## src/rtl/text_console_pkg.sv

```systemverilog
// Shared defaults, FSM state encoding and control codes for the text console controller.
package text_console_pkg;

  localparam int DEF_COLS  = 80;
  localparam int DEF_ROWS  = 30;
  localparam int DEF_CELLS = DEF_COLS * DEF_ROWS;
  localparam logic [7:0] DEF_BLANK = 8'h20;

  localparam int ROW_W  = 5;
  localparam int COL_W  = 7;
  localparam int ADDR_W = 12;

  typedef enum logic [1:0] {
    ST_IDLE       = 2'd0,
    ST_CLEAR      = 2'd1,
    ST_SCROLL_CLR = 2'd2
  } state_e;

  localparam logic [7:0] CC_BS = 8'h08;
  localparam logic [7:0] CC_LF = 8'h0A;
  localparam logic [7:0] CC_FF = 8'h0C;
  localparam logic [7:0] CC_CR = 8'h0D;

  function automatic logic is_printable(input logic [7:0] c);
    return (c >= 8'h20) && (c <= 8'h7E);
  endfunction

endpackage

```

## src/rtl/text_console_if.sv

```systemverilog
// Character stream handshake between a producer (master) and the console controller (slave).
interface text_console_if;
  logic       char_valid;
  logic [7:0] char_data;
  logic       char_ready;

  modport master (output char_valid, output char_data, input char_ready);
  modport slave  (input char_valid, input char_data, output char_ready);
endinterface

```

## src/rtl/text_console_addr.sv

```systemverilog
// Combinational screen (top_row,row,col) to physical text RAM address mapping.
module text_console_addr
  import text_console_pkg::*;
#(
  parameter int COLS = DEF_COLS,
  parameter int ROWS = DEF_ROWS
) (
  input  logic [ROW_W-1:0]  top_row,
  input  logic [ROW_W-1:0]  row,
  input  logic [COL_W-1:0]  col,
  output logic [ADDR_W-1:0] addr
);

  localparam logic [7:0] COLS_BITS = 8'(COLS);

  logic [ROW_W:0]    row_sum;
  logic [ROW_W-1:0]  phys_row;
  logic [ADDR_W-1:0] acc;

  always_comb begin
    row_sum  = (ROW_W+1)'(top_row) + (ROW_W+1)'(row);
    phys_row = (row_sum >= (ROW_W+1)'(ROWS)) ? ROW_W'(row_sum - (ROW_W+1)'(ROWS))
                                              : ROW_W'(row_sum);
    // COLS is a constant, so this collapses to a fixed shift-add tree
    acc = '0;
    for (int i = 0; i < 8; i++) begin
      if (COLS_BITS[i]) acc = acc + (ADDR_W'(phys_row) << i);
    end
    addr = acc + ADDR_W'(col);
  end

endmodule

```

## src/rtl/text_console_ctrl.sv

```systemverilog
// Text console write controller: cursor tracking, scrolling and screen clear into a text RAM.
// Optional macro TEXT_CONSOLE_CURSOR_EN adds the registered cursor_addr output.
//
// state      | meaning
// IDLE       | accepting characters, single-cycle writes of printables
// CLEAR      | blanking every cell 0..CELLS-1, one per cycle
// SCROLL_CLR | blanking the COLS cells of the new bottom physical row
module text_console_ctrl
  import text_console_pkg::*;
#(
  parameter int          COLS  = DEF_COLS,
  parameter int          ROWS  = DEF_ROWS,
  parameter logic [7:0]  BLANK = DEF_BLANK
) (
  input  logic              clk,
  input  logic              rst_n,
  text_console_if.slave     cif,
  output logic              we,
  output logic [ADDR_W-1:0] wraddr,
  output logic [7:0]        wrdata,
  output logic [ROW_W-1:0]  top_row,
  output logic              busy
`ifdef TEXT_CONSOLE_CURSOR_EN
  ,
  output logic [ADDR_W-1:0] cursor_addr
`endif
);

  localparam int CELLS = COLS * ROWS;

  localparam logic [1:0] S_IDLE       = ST_IDLE;
  localparam logic [1:0] S_CLEAR      = ST_CLEAR;
  localparam logic [1:0] S_SCROLL_CLR = ST_SCROLL_CLR;

  logic [1:0]        state;
  logic [ROW_W-1:0]  row;
  logic [COL_W-1:0]  col;
  logic [ADDR_W-1:0] sweep_addr;
  logic [ADDR_W-1:0] sweep_left;
  logic [ADDR_W-1:0] cur_addr;
  logic [ADDR_W-1:0] scroll_base;
  logic [ROW_W-1:0]  top_next;
  logic              accept;
  logic              printable;
  logic              nl;

  text_console_addr #(.COLS(COLS), .ROWS(ROWS)) u_addr_cur (
    .top_row (top_row),
    .row     (row),
    .col     (col),
    .addr    (cur_addr)
  );

  // After the scroll the old top physical row becomes the new bottom row
  text_console_addr #(.COLS(COLS), .ROWS(ROWS)) u_addr_base (
    .top_row (top_row),
    .row     ('0),
    .col     ('0),
    .addr    (scroll_base)
  );

  assign cif.char_ready = (state == S_IDLE);
  assign busy           = !cif.char_ready;

  always_comb begin
    accept    = cif.char_valid && cif.char_ready;
    printable = is_printable(cif.char_data);
    nl        = accept && ((printable && (col == COL_W'(COLS-1))) ||
                           (cif.char_data == CC_LF));
    top_next  = (top_row == ROW_W'(ROWS-1)) ? '0 : top_row + ROW_W'(1);
  end

  always_ff @(posedge clk or negedge rst_n) begin
    if (!rst_n) begin
      state      <= S_CLEAR;
      sweep_addr <= '0;
      sweep_left <= ADDR_W'(CELLS-1);
      row        <= '0;
      col        <= '0;
      top_row    <= '0;
      we         <= 1'b0;
      wraddr     <= '0;
      wrdata     <= '0;
    end else begin
      we <= 1'b0;
      case (state)
        S_IDLE: begin
          if (accept) begin
            if (printable) begin
              we     <= 1'b1;
              wraddr <= cur_addr;
              wrdata <= cif.char_data;
              if (!nl) col <= col + COL_W'(1);
            end else begin
              case (cif.char_data)
                CC_CR: col <= '0;
                CC_BS: if (col != '0) col <= col - COL_W'(1);
                CC_FF: begin
                  row        <= '0;
                  col        <= '0;
                  top_row    <= '0;
                  state      <= S_CLEAR;
                  sweep_addr <= '0;
                  sweep_left <= ADDR_W'(CELLS-1);
                end
                default: ;
              endcase
            end
            if (nl) begin
              col <= '0;
              if (row != ROW_W'(ROWS-1)) begin
                row <= row + ROW_W'(1);
              end else begin
                top_row    <= top_next;
                state      <= S_SCROLL_CLR;
                sweep_addr <= scroll_base;
                sweep_left <= ADDR_W'(COLS-1);
              end
            end
          end
        end
        S_CLEAR, S_SCROLL_CLR: begin
          we         <= 1'b1;
          wraddr     <= sweep_addr;
          wrdata     <= BLANK;
          sweep_addr <= sweep_addr + ADDR_W'(1);
          sweep_left <= sweep_left - ADDR_W'(1);
          if (sweep_left == '0) state <= S_IDLE;
        end
        default: state <= S_IDLE;
      endcase
    end
  end

`ifdef TEXT_CONSOLE_CURSOR_EN
  always_ff @(posedge clk or negedge rst_n) begin
    if (!rst_n) cursor_addr <= '0;
    else        cursor_addr <= cur_addr;
  end
`endif

endmodule

```

## src/flat_wrapper.sv

```systemverilog
// flat-port wrapper written by rule: the top's interface ports become plain ports
module text_console_ctrl_flat import text_console_pkg::*;
#(
  parameter int          COLS  = DEF_COLS,
  parameter int          ROWS  = DEF_ROWS,
  parameter logic [7:0]  BLANK = DEF_BLANK
)
  (clk, rst_n, we, wraddr, wrdata, top_row, busy, cif_char_valid, cif_char_data, cif_char_ready);
  text_console_if cif_i ();
  input  logic clk;
  input  logic rst_n;
  output logic we;
  output logic [ADDR_W-1:0] wraddr;
  output logic [7:0] wrdata;
  output logic [ROW_W-1:0] top_row;
  output logic busy;
  input wire logic [$bits(cif_i.char_valid)-1:0] cif_char_valid;
  input wire logic [$bits(cif_i.char_data)-1:0] cif_char_data;
  output wire logic [$bits(cif_i.char_ready)-1:0] cif_char_ready;
  assign cif_i.char_valid = cif_char_valid;
  assign cif_i.char_data = cif_char_data;
  assign cif_char_ready = cif_i.char_ready;
  text_console_ctrl #(.COLS(COLS), .ROWS(ROWS), .BLANK(BLANK)) u_core (.clk(clk), .rst_n(rst_n), .cif(cif_i), .we(we), .wraddr(wraddr), .wrdata(wrdata), .top_row(top_row), .busy(busy));
endmodule
```

## config.mk

```make
export PLATFORM = sky130hd
export DESIGN_NAME = text_console_ctrl_flat
export DESIGN_NICKNAME = d
export VERILOG_FILES = /design/src/rtl/text_console_pkg.sv /design/src/rtl/text_console_if.sv /design/src/rtl/text_console_addr.sv /design/src/rtl/text_console_ctrl.sv /design/src/flat_wrapper.sv
export SDC_FILE = /design/constraint.sdc
export NUM_CORES = 1
export LEC_CHECK = 0
export ABC_AREA = 1
export CORE_MARGIN = 10
export CORE_UTILIZATION = 40
export DETAILED_ROUTE_END_ITERATION = 8
export DONT_BUFFER_PORTS = 1
export GPL_TIMING_DRIVEN = 0
export SETUP_SLACK_MARGIN = 0.02
export SLEW_MARGIN = 30
export SYNTH_ARGS = -nofsm -noshare
export SYNTH_HDL_FRONTEND = slang
export SYNTH_SLANG_ARGS = --single-unit
```

## constraint.sdc

```tcl
create_clock -name clk -period 3.5 [get_ports clk]
set_clock_uncertainty 0.05 [all_clocks]
set_input_delay 0.7 -clock clk [delete_from_list [all_inputs] [get_ports clk]]
set_output_delay 0.7 -clock clk [all_outputs]
set_load 0.01 [all_outputs]
```

==> results.toml <==
[clock_network]
clock_latency_ps = 340
numCtsBuffers = 9
root_buffer = "clkbuf_16"
clkSlewWorstSetupHoldPaths_ps = 60
cts_tree = "done"
h-tree-depth = 3
cts_buffer_depth = 2
clkSinkCount = 64

[run]
cap_violations = 0

[power]
clock_power_share = 0.232
pwr-share-comb = 0.457
seqPwrFrac = 0.311
vdd_drop_max_v = 0.000323
p_total_w = 0.00464
p_int_w = 0.00258
p_sw_w = 0.00206
leakage_nw = 2.68
cellPowerDensity_mw_per_mm2 = 830
switching_share = 0.444

[route]
vias = 4590
dr.first_iter.drc_count = 376
drc_errors = 0
vias_per_cell = 5.41
drtAntennaViolNets = 0
wl_per_cell_microns = 16.1
drt-total-wl_microns = 13700
firstDrtPassIters = 5

[placed_design]
place_ws_ps = -521
gp_congestion = 0.880
port_buffers = 0
dpl.cell_count = 828
dp_hpwl_microns = 10200

[timing]
period_share = 1.01
rsz0062_at_grt = "yes"
fin_ws_ps = -22.9
worstMarginPinSlew_ps = 614
hold_viol_final = 0
fin_crit_ps = 3520
max_freq_mhz = 284
slew_headroom = 0.591
finalSetupViolations = 1
finalMaxSlewViolations = 0

[synth]
ys_ff_latch = 64
netlist_area_sq_mm = 0.00487
netlist_instances = 681
synth.yosys.warnings = 0
synth_cell_types = 43
seq_area_frac_synth = 0.331
syn-num-nets = 727
synth.avg_cell_area_sq_um = 7.16

[setup_path]
critPathKind = "flop to flop"
end_kind = "flop"
arrival_ps = 3690
crit_path_start_kind = "flop"
cp.required_ps = 3670
crit_slowest_cell = "fa_2"
path_max_fanout = 8
path_cells = "ha_4, fa_2, inv_2, nor2_4, nand3_2, nand2_4, nand2_2, o21ai_2, inv_1, fa_1, inv_2, fa_2, nand3_2, nand2_2, xnor2_2, nand2_1, o21ai_2, o21ai_1"
cp_slowest_stage_delay_ps = 540

[final_layout]
final_cells = 848
layout-drive-gt1-share = 0.128
nets = 742
syn_to_final_growth_pct = 14.6
nFillCells = 1176
diodes = 0

[global_route]
grt_use_total = 0.163
grt_start_max_net_pins = 65
antenna_found_initial = 0
overflow = 0
grt_pass1_vias = 4623
grt_pass1_wl_microns = 22300

[floorplanning]
dieHeight_microns = 130
dieWidth_microns = 130
core_area_sq_mm = 0.0120
initial_core_util = 0.408
die_area_sq_mm = 0.0170
io_pins = 39
num_rows = 40

[min_path]
min_path_type = "primary input to asynchronous set/reset pin"

[outcome]
status = "finished, violations left"
violations = "setup timing"
## cells in the final DEF (no fill, tap or decap), types with 6 or more instances in the layout
cell type / instances
o21ai_1: 12
clkbuf_1: 13
ha_1: 26
nand3_1: 57
clkbuf_16: 9
dfstp_2: 9
xnor2_1: 6
inv_1: 83
a21oi_1: 36
nand2_1: 151
o31ai_1: 6
dfrtp_1: 52
nor3_1: 9
xor2_1: 17
nand4_1: 8
nand3_2: 7
buf_4: 7
nand2_2: 10
nor2_1: 62
a31oi_1: 16
o21ai_0: 40
## worst paths after layout
kind	cells after the start	slack [ps]	to	from
max	18	-20	u_core.wraddr[9]	u_core.top_row[0]
min	0	7	u_core.col[3]	rst_n
max reg2reg	18	-20	u_core.wraddr[9]	u_core.top_row[0]
min reg2reg	2	440	u_core.sweep_left[0]	u_core.sweep_left[0]
max in group asynchronous	0	3200	u_core.state[0]	rst_n
min in group clk	2	440	u_core.sweep_left[0]	u_core.sweep_left[0]
## worst max-delay path: cells and delay by family, from the launching register on
kind / cells / cell delay (ps)
and+or+nand+nor: 7 / 640
buffers and inverters: 3 / 180
DFF: 1 / 500
adders and majority gates: 4 / 1630
xor gates and xnor gates: 1 / 150
AOI/OAI and AO/OA: 3 / 250
## per-stage QoR
step                TNS [ps]  hold WS (ps)  area [sq um]  utilization
global route            -830          1.36          5590        0.467
finish                 -22.9          6.66          5590        0.467
CTS                        0          8.64          5530        0.462
detailed placement     -2150           357          5060        0.423
floorplan                  0           354          4870            -
global placement       -1870           357          5060        0.423
## logic make-up after synthesis
logic type               synth area share
AND/OR/NAND/NOR                     0.283
multiplexers                      0.00205
buffers and inverters              0.0932
XOR/XNOR                           0.0467
flip-flops                          0.331
adder cells (fa/ha/maj)            0.0960
AO/OA/AOI/OAI                       0.148
## synth_stat cells
master      n  share of area
a21boi_2    1         0.0023
o21bai_1    2         0.0031
o21a_1      1         0.0015
a21boi_1    2         0.0031
nand3_1    60          0.062
o22ai_1     2         0.0026
clkinv_4    1         0.0018
nand4_2     1         0.0026
o21ai_0    46          0.047
nor3_1      9         0.0092
clkbuf_1   13          0.010
xor2_1     18          0.032
nor2_1     63          0.049
mux2i_1     1         0.0021
buf_4       3         0.0046
nor2_4      2         0.0046
buf_6       3         0.0069
nand4_1     8          0.010
a22oi_1     2         0.0031
a31o_2      1         0.0018
nor3b_1     2         0.0031
o21ai_1     9         0.0092
clkinv_1    1        0.00077
ha_1       31          0.080
nand2_1   158           0.12
nand2_4     2         0.0046
nand3_2     4         0.0082
clkbuf_2    1         0.0010
inv_1      85          0.065
a21oi_1    38          0.039
o31ai_1     6         0.0092
fa_1        4          0.016
o211ai_1    1         0.0015
dfstp_2     9          0.049
buf_2       1         0.0010
nand2_2     4         0.0051
nor2_2      2         0.0026
inv_2       2         0.0015
o21ai_2     2         0.0036
a31oi_1    16          0.021
dfrtp_1    55           0.28
nor4_1      1         0.0013
xnor2_1     8          0.014
## power by group through the flow
stage	combinational (W)	sequential [W]	clock [W]
final	0.00212	0.00144	0.00108
after global routing	0.00241	0.00149	0.00112
after CTS	0.00205	0.00144	0.00108
after detailed placement	0.00194	0.00145	0
after global placement	0.00190	0.00144	0
after floorplan	0.00151	0.00134	0
## per-layer routing
metal  routed length (microns)  part of all wire  up-vias  GRT usage
met4                       189             0.014        0     0.0504
met3                       957             0.070       15     0.0314
li1                          -                 -     2266          -
met1                      6220              0.45     2181      0.207
met5                         0                 0        -          0
met2                      6330              0.46      128      0.272
## flip-flops by register name, indices dropped and copies added, names as in the netlist
register           cells
u_core.row             5
u_core.state           2
u_core.wrdata          8
u_core.wraddr         12
u_core.we              1
u_core.col             7
u_core.sweep_addr     12
u_core.sweep_left     12
u_core.top_row         5
## final cells by class
type,instances,area (sq um),share of cell area
inverter,89,339,0.0607
clock buffer,10,239,0.0428
timing repair buffer,4,30.0,0.00538
clock inverter,6,114,0.0204
tap,147,184,0.0329
sequential,64,1620,0.289
buffer,21,115,0.0206
multi-input combinational,507,2950,0.528
## repair_timing
action | 4_1_cts | 5_1_grt
buffers inserted | 3 | 1
pin swaps | 10 | 13
endpoints found under the setup margin | 6 | 5
gates resized for setup | 28 | 14
hold buffers | 0 | 0
(Power assumes the default switching activity.)
